`config.mk`:
```
export PLATFORM = sky130hd
export DESIGN_NAME = shot_controller_flat
export DESIGN_NICKNAME = d
export VERILOG_FILES = /design/src/rtl/shot_controller_if.sv /design/src/rtl/shot_controller.sv /design/src/flat_wrapper.sv
export SDC_FILE = /design/constraint.sdc
export NUM_CORES = 1
export LEC_CHECK = 0
export CAP_MARGIN = 20
export CORE_MARGIN = 2
export CORE_UTILIZATION = 30
export DETAILED_ROUTE_END_ITERATION = 10
export GPL_ROUTABILITY_DRIVEN = 0
export MAX_ROUTING_LAYER = met4
export SYNTH_ARGS = -nofsm -noshare
export SYNTH_HDL_FRONTEND = slang
export SYNTH_SLANG_ARGS = --single-unit
```
`constraint.sdc`:
```
create_clock -name clk -period 3.6 [get_ports clk]
set_input_delay 0.54 -clock clk [delete_from_list [all_inputs] [get_ports clk]]
set_output_delay 0.54 -clock clk [all_outputs]
set_load 0.1 [all_outputs]
```
`src/rtl/shot_controller_if.sv`:
```
// -----------------------------------------------------------------------------
// shot_controller_if
// Shot/result link between the shot sequencer and the board/ship logic.
//
// Handshake: the master raises shot_valid with shot_cell stable and holds both
// until a cycle in which shot_valid and shot_ready are high together; that cycle
// is the transfer. The board answers later with a one-cycle result_valid strobe.
// result_hit and all_sunk are meaningful only while result_valid is high.
//
// Signals:
//   shot_valid   master -> slave  shot request
//   shot_cell    master -> slave  target cell index (row*GRID_N + col)
//   shot_ready   slave  -> master board accepts the shot
//   result_valid slave  -> master result strobe
//   result_hit   slave  -> master result is a hit
//   all_sunk     slave  -> master every opponent ship is sunk
// -----------------------------------------------------------------------------
interface shot_controller_if;
  logic       shot_valid;
  logic [6:0] shot_cell;
  logic       shot_ready;
  logic       result_valid;
  logic       result_hit;
  logic       all_sunk;

  modport master (
    output shot_valid, shot_cell,
    input  shot_ready, result_valid, result_hit, all_sunk
  );

  modport slave (
    input  shot_valid, shot_cell,
    output shot_ready, result_valid, result_hit, all_sunk
  );
endinterface

```
`src/rtl/shot_controller.sv`:
```
// -----------------------------------------------------------------------------
// shot_controller
// Turn and shot sequencer for a GRID_N x GRID_N battleships grid. Accepts the
// cursor position on a select pulse during the player's turn, rejects
// out-of-range or already-fired cells, sends the shot to the board over the
// bus interface, waits for the result (with timeout), keeps shot history and
// score, and hands the turn to the opponent after a miss.
//
// Optional feature: define SHOT_LIMIT_EN to end the game as a loss once
// MAX_SHOTS shots have resolved without all ships sunk.
//
// Ports:
//   clk, reset            clock, synchronous active-high reset
//   game_start            start pulse (honoured in IDLE and GAME_OVER only)
//   cursor_row/col        cursor position, valid values 0..GRID_N-1
//   btn_select            fire request (honoured in PLAYER_AIM only)
//   opp_done              opponent finished its turn
//   bus                   shot/result link (master side)
//   player_turn           high in PLAYER_AIM; cursor movement enable
//   dup_shot              pulse: rejected selection
//   timeout_err           pulse: no result within RESULT_TIMEOUT cycles
//   shot_count/hit_count  resolved shots / hits this game, saturating
//   game_over/player_won  end of game and its outcome
//   dbg_state             current FSM state encoding
// -----------------------------------------------------------------------------
module shot_controller #(
  parameter int GRID_N         = 10,
  parameter int RESULT_TIMEOUT = 64,
  parameter int MAX_SHOTS      = 100
) (
  input  logic       clk,
  input  logic       reset,
  input  logic       game_start,
  input  logic [3:0] cursor_row,
  input  logic [3:0] cursor_col,
  input  logic       btn_select,
  input  logic       opp_done,
  shot_controller_if.master bus,
  output logic       player_turn,
  output logic       dup_shot,
  output logic       timeout_err,
  output logic [6:0] shot_count,
  output logic [6:0] hit_count,
  output logic       game_over,
  output logic       player_won,
  output logic [2:0] dbg_state
);

  localparam int         CELLS    = GRID_N * GRID_N;
  localparam logic [6:0] GRID_N7  = 7'(GRID_N);
  localparam logic [6:0] CNT_SAT  = 7'(CELLS);
  localparam logic [6:0] SHOT_MAX = 7'(MAX_SHOTS);
  localparam int         TW       = $clog2(RESULT_TIMEOUT + 1);
  localparam logic [TW-1:0] TMO_LAST = TW'(RESULT_TIMEOUT - 1);

`ifdef SHOT_LIMIT_EN
  localparam bit LIMIT_ON = 1'b1;
`else
  localparam bit LIMIT_ON = 1'b0;
`endif

  typedef enum logic [2:0] {
    IDLE        = 3'd0,
    PLAYER_AIM  = 3'd1,
    FIRE_REQ    = 3'd2,
    WAIT_RESULT = 3'd3,
    OPP_TURN    = 3'd4,
    GAME_OVER   = 3'd5
  } state_t;

  state_t           state_q, state_d;
  logic [CELLS-1:0] history_q;
  logic [6:0]       shot_cell_q;
  logic [6:0]       shot_cnt_q, hit_cnt_q;
  logic [TW-1:0]    tmo_cnt_q;
  logic             dup_q, tmo_err_q, won_q;

  // Events decoded by the next-state logic and consumed by the datapath.
  logic       start_evt, sel_ok, sel_bad, res_evt, tmo_evt;
  logic [6:0] sel_idx, shot_nxt, hit_nxt;
  logic       limit_hit;

  assign sel_idx  = {3'b000, cursor_row} * GRID_N7 + {3'b000, cursor_col};
  assign shot_nxt = (shot_cnt_q == CNT_SAT) ? shot_cnt_q : shot_cnt_q + 7'd1;
  assign hit_nxt  = (hit_cnt_q == CNT_SAT || !bus.result_hit) ? hit_cnt_q
                                                              : hit_cnt_q + 7'd1;
  // Only matters in the limit build; constant-false otherwise.
  assign limit_hit = LIMIT_ON && (shot_nxt == SHOT_MAX);

  // State register
  always_ff @(posedge clk) begin
    if (reset) state_q <= IDLE;
    else       state_q <= state_d;
  end

  // Next-state and event decode
  always_comb begin
    state_d   = state_q;
    start_evt = 1'b0;
    sel_ok    = 1'b0;
    sel_bad   = 1'b0;
    res_evt   = 1'b0;
    tmo_evt   = 1'b0;
    case (state_q)
      IDLE: begin
        if (game_start) begin
          start_evt = 1'b1;
          state_d   = PLAYER_AIM;
        end
      end
      PLAYER_AIM: begin
        if (btn_select) begin
          // Range is checked first so the history lookup only matters in range.
          if (cursor_row >= 4'(GRID_N) || cursor_col >= 4'(GRID_N) ||
              history_q[sel_idx]) begin
            sel_bad = 1'b1;
          end else begin
            sel_ok  = 1'b1;
            state_d = FIRE_REQ;
          end
        end
      end
      FIRE_REQ: begin
        if (bus.shot_ready) state_d = WAIT_RESULT;
      end
      WAIT_RESULT: begin
        // A result arriving on the expiry cycle takes precedence.
        if (bus.result_valid) begin
          res_evt = 1'b1;
          if (bus.all_sunk || limit_hit) state_d = GAME_OVER;
          else if (bus.result_hit)       state_d = PLAYER_AIM;
          else                           state_d = OPP_TURN;
        end else if (tmo_cnt_q == TMO_LAST) begin
          tmo_evt = 1'b1;
          state_d = PLAYER_AIM;
        end
      end
      OPP_TURN: begin
        if (opp_done) state_d = PLAYER_AIM;
      end
      GAME_OVER: begin
        if (game_start) begin
          start_evt = 1'b1;
          state_d   = PLAYER_AIM;
        end
      end
      default: state_d = IDLE;
    endcase
  end

  // Datapath: history, score, target latch, timeout counter, pulses
  always_ff @(posedge clk) begin
    if (reset) begin
      history_q   <= '0;
      shot_cell_q <= '0;
      shot_cnt_q  <= '0;
      hit_cnt_q   <= '0;
      tmo_cnt_q   <= '0;
      dup_q       <= 1'b0;
      tmo_err_q   <= 1'b0;
      won_q       <= 1'b0;
    end else begin
      dup_q     <= sel_bad;
      tmo_err_q <= tmo_evt;
      if (start_evt) begin
        history_q  <= '0;
        shot_cnt_q <= '0;
        hit_cnt_q  <= '0;
        won_q      <= 1'b0;
      end
      if (sel_ok) shot_cell_q <= sel_idx;
      // Held at zero while the request is pending, so it starts at zero on
      // the first WAIT_RESULT cycle after the transfer.
      if (state_q == FIRE_REQ)         tmo_cnt_q <= '0;
      else if (state_q == WAIT_RESULT) tmo_cnt_q <= tmo_cnt_q + TW'(1);
      if (res_evt) begin
        history_q[shot_cell_q] <= 1'b1;
        shot_cnt_q             <= shot_nxt;
        hit_cnt_q              <= hit_nxt;
        won_q                  <= bus.all_sunk;
      end
    end
  end

  // Outputs
  always_comb begin
    player_turn    = (state_q == PLAYER_AIM);
    bus.shot_valid = (state_q == FIRE_REQ);
    bus.shot_cell  = shot_cell_q;
    game_over      = (state_q == GAME_OVER);
    player_won     = (state_q == GAME_OVER) && won_q;
    dup_shot       = dup_q;
    timeout_err    = tmo_err_q;
    shot_count     = shot_cnt_q;
    hit_count      = hit_cnt_q;
    dbg_state      = state_q;
  end

endmodule

```
`src/flat_wrapper.sv`:
```
// flat-port wrapper written by rule: the top's interface ports become plain ports
module shot_controller_flat 
#(
  parameter int GRID_N         = 10,
  parameter int RESULT_TIMEOUT = 64,
  parameter int MAX_SHOTS      = 100
)
  (clk, reset, game_start, cursor_row, cursor_col, btn_select, opp_done, player_turn, dup_shot, timeout_err, shot_count, hit_count, game_over, player_won, dbg_state, bus_shot_valid, bus_shot_cell, bus_shot_ready, bus_result_valid, bus_result_hit, bus_all_sunk);
  shot_controller_if bus_i ();
  input  logic clk;
  input  logic reset;
  input  logic game_start;
  input  logic [3:0] cursor_row;
  input  logic [3:0] cursor_col;
  input  logic btn_select;
  input  logic opp_done;
  output logic player_turn;
  output logic dup_shot;
  output logic timeout_err;
  output logic [6:0] shot_count;
  output logic [6:0] hit_count;
  output logic game_over;
  output logic player_won;
  output logic [2:0] dbg_state;
  output wire logic [$bits(bus_i.shot_valid)-1:0] bus_shot_valid;
  output wire logic [$bits(bus_i.shot_cell)-1:0] bus_shot_cell;
  input wire logic [$bits(bus_i.shot_ready)-1:0] bus_shot_ready;
  input wire logic [$bits(bus_i.result_valid)-1:0] bus_result_valid;
  input wire logic [$bits(bus_i.result_hit)-1:0] bus_result_hit;
  input wire logic [$bits(bus_i.all_sunk)-1:0] bus_all_sunk;
  assign bus_shot_valid = bus_i.shot_valid;
  assign bus_shot_cell = bus_i.shot_cell;
  assign bus_i.shot_ready = bus_shot_ready;
  assign bus_i.result_valid = bus_result_valid;
  assign bus_i.result_hit = bus_result_hit;
  assign bus_i.all_sunk = bus_all_sunk;
  shot_controller #(.GRID_N(GRID_N), .RESULT_TIMEOUT(RESULT_TIMEOUT), .MAX_SHOTS(MAX_SHOTS)) u_core (.clk(clk), .reset(reset), .game_start(game_start), .cursor_row(cursor_row), .cursor_col(cursor_col), .btn_select(btn_select), .opp_done(opp_done), .bus(bus_i), .player_turn(player_turn), .dup_shot(dup_shot), .timeout_err(timeout_err), .shot_count(shot_count), .hit_count(hit_count), .game_over(game_over), .player_won(player_won), .dbg_state(dbg_state));
endmodule
```
==> metrics.log, run 1 <==
INFO  metric setup_violations = 0
INFO  metric coreArea = 20,400 um2
INFO  metric cts.sink_count = 134
INFO  metric grt_start_max_net_pins = 104
INFO  metric cts-htree-levels = 4
INFO  metric synth.mux.area_fraction = 10.8%
INFO  metric final.period_utilization = 91.4%
INFO  metric drt-initial-drc-count = 389
INFO  metric end_kind = flop
INFO  metric grt.total_usage = 15.3%
INFO  metric vias_per_cell = 5.21
INFO  metric yosysWarningCount = 0
INFO  metric num_io_pins = 47
INFO  metric grt_pass1_vias = 4,869
INFO  metric maxSlewViolCount = 0
INFO  metric final_design_area_no_fill = 7730 um2
INFO  metric p_leak = 2.72 nW
INFO  metric cts_post_setup_buffers_inserted = 0
INFO  metric vdd.ir_drop.worst = 0.334 mV
INFO  metric clk_latency = 0.42 ns
INFO  metric hp-class = flop to flop
INFO  metric die_w = 149 um
INFO  metric wl_per_instance = 16.0 um
INFO  metric maxCapViolCount = 0
INFO  metric cell_area_after_synthesis = 6290 um2
INFO  metric cts_hold_repair.buffers = 0
INFO  metric drt-total-wl = 16,000 um
INFO  metric via_count = 5,181
INFO  metric endpoint = u_core.dbg_state[0]
INFO  metric setup.worst_path.start = cursor_row[1]
INFO  metric sequential_to_total_area_share_from_yosys_stat = 42.6%
INFO  metric worstHoldStart = u_core.tmo_cnt_q[6]
INFO  metric dieArea = 22,100 um2
INFO  metric synth.top_cells.by_area = dfxtp_1 (43%), a22oi_1 (13%), nor2_1 (7.8%)
INFO  metric drive_above_1_share = 14.1%
INFO  metric drc = 0
INFO  metric postSynth.asyncResetShare = 0%
INFO  metric dpl-instance-area = 7150 um2
INFO  metric synth_compound_area_share = 18.1%
INFO  metric synth_top_flop_cell = dfxtp_1
INFO  metric tightest_slew = 1.10 ns
INFO  metric synth-edff-count = 0
INFO  metric dominant_combinational_cell_family_by_area_after_synthesis = simple AND/OR/NAND/NOR gates
INFO  metric cts.root.buffer_cell = clkbuf_16
INFO  metric tritoncts = done
INFO  metric slew_headroom = 26.1%
INFO  metric die_y = 149 um
INFO  metric run_status = finished, final reports clean
INFO  metric synth_top_area_share = 42.6%
INFO  metric initial_antenna_violation_count = 0
INFO  metric power-per-cell-area = 489 nW/um2
INFO  metric clock_tree.buffer_depth = 2
INFO  metric timing.rr.end = u_core.hit_count[6]
INFO  metric first_pass_iters = 5
INFO  metric fmaxAchievable = 304 MHz
INFO  metric required = 3.92 ns
INFO  metric synth_cells = 667
INFO  metric io_buffers = 46
INFO  metric post_synth_fa_ha_maj_area_fraction = 2.82%
INFO  metric worst_setup_hold_path_clk_slew = 0.05 ns
INFO  metric period_minus_slack = 3.29 ns
INFO  metric synth-simple-area-share = 18.4%
INFO  metric crit-reg2reg-launch = u_core.dbg_state[1]
INFO  metric worst_setup_path_start_kind = input port
INFO  metric grt.overflow.total = 0
INFO  metric post_detailed_route_count_of_antenna_violating_nets = 0
INFO  metric layout_setup_ws = 0.309 ns
INFO  metric cts_inserted_buffers = 17
INFO  metric synth_fp_nets = 697
INFO  metric finish.net_count = 743
INFO  metric final-hold-violation-count = 0
INFO  metric timing_worst_setup_path_type = input port to flop
INFO  metric placement_rows = 52
INFO  metric placement.setup.worst_slack = -0.132 ns
INFO  metric power = 3.78 mW
INFO  metric final.setup_skew = 0.00714 ns
INFO  metric antenna_diode_instance_count = 0
INFO  metric synthesis.area_per_instance = 9.43 um2
INFO  metric hpwl = 10,300 um
INFO  metric post_cts_resize_count = 0
INFO  metric yosys.area_share.xor_xnor = 2.76%
INFO  metric worst_r2r_path_cells = 7
INFO  metric synth.ff_latch_count = 134
INFO  metric cp_max_fo = 5
INFO  metric synth_cell_type_count = 61
INFO  metric floorplan.initialDensity = 30.8%
INFO  metric global_route_wire_length_before_repair = 25,800 um
INFO  metric area_delta_synth_final = 22.9%
INFO  metric grt_setup_unrepaired = no
INFO  metric netlist.top_cell.by_area = dfxtp_1
INFO  metric worst_ep_arrival_time = 3.62 ns
INFO  metric worst-r2r-setup-slack = 1.04 ns
==> how the worst min path moves through the flow <==
| stage | endpoint | slack, ns | depth (start not counted) |
|---|---|---|---|
| after global placement | u_core.tmo_cnt_q[1] | 0.47 | 2 |
| after detailed placement | u_core.timeout_err | 0.47 | 1 |
| after global routing | u_core.tmo_cnt_q[1] | 0.51 | 2 |
| after CTS | u_core.timeout_err | 0.48 | 1 |
| after floorplan | u_core.timeout_err | 0.44 | 1 |
| final | u_core.timeout_err | 0.48 | 1 |
==> cell type report <==
type                    instances  area [um2]
fillers                      2062       12700
repair buffers                 75         718
multi-input cells             475        3370
well taps                     270         338
flip-flops and latches        134        2680
clock buffers                  20         447
clock inverters                11         133
inverters                      10        37.5
==> critical path, cell delays in order <==
cell and delay (ns):
clkdlybuf4s50_1 0.43, ha_1 0.29, ha_1 0.13, inv_1 0.04, fa_1 0.52, a21bo_2 0.24, o22ai_1 0.29, a211oi_1 0.08
a211oi_1 0.30, a2bb2oi_2 0.26, a21oi_4 0.10, buf_12 0.14, a2111oi_2 0.25
==> sequential cells by signal, summed over array words and instances (netlist names) <==
register              cells
u_core.dup_shot           1
u_core.timeout_err        1
u_core.shot_count         7
u_core.history_q        100
u_core.bus.shot_cell      7
u_core.dbg_state          3
u_core.won_q              1
u_core.tmo_cnt_q          7
u_core.hit_count          7
==> Yosys cell counts, types with 4 or more instances <==
library cell and instances:
a21oi_1 20, xnor2_1 10, buf_2 4, mux2i_1 19
nor3_1 25, a22oi_1 106, clkbuf_1 37, xor2_1 8
o21ai_0 5, inv_1 10, nor3b_1 4, dfxtp_1 134
nand2b_1 11, and3_1 5, mux4_2 16, a211oi_1 5
nand3_1 15, nand2_1 24, nor2b_1 7, nor2_1 130
ha_1 11
==> where the power goes <==
part           internal (mW)  switching (mW)  total, mW
Sequential              1.49          0.0233       1.52
Clock                   1.09           0.633       1.73
Combinational          0.192           0.350      0.541
Total                   2.78            1.01       3.78
==> layer usage <==
metal	wire [um]	global-route usage, %	share of wire (%)
met5	0	-	0
met4	264	5.67	1.7
met3	725	3.39	4.5
met2	7470	23.9	47
met1	7500	19.6	47
==> cell families (layout without fill, tap and decap cells) <==
group                    after synthesis  in the layout
multiplexers                          42             42
AO/OA/AOI/OAI                        153            153
adder cells (fa/ha/maj)               13             13
flip-flops                           134            134
AND/OR/NAND/NOR                      248            248
buffers and inverters                 58            116
XOR/XNOR                              19             19
==> cell usage in the layout, fill, tap and decap left out, drive strengths merged, types with 20 or more instances in the layout <==
cell / n
a21oi: 21
a22oi: 106
buf: 38
clkbuf: 20
clkdlybuf4s50: 37
dfxtp: 134
nand2: 24
nor2: 130
nor3: 25
==> per-stage QoR <==
stage	hold slack [ns]	util, %	setup TNS [ns]	cells
floorplan	0.443	-	-0.0310	667
global placement	0.467	35.0	-0.00845	964
detailed placement	0.470	35.0	-0.254	964
CTS	0.478	37.8	0	995
global route	0.505	37.8	0	995
finish	0.480	37.8	0	995
(Power assumes the default switching activity.)
==> run 2: changes to the inputs <==
GPL_TIMING_DRIVEN = 1   (was unset)
SLEW_MARGIN = 10   (was unset)
==> results of run 2 <==
Same layout as run 1: the final DEF is identical, and so are final timing and power.
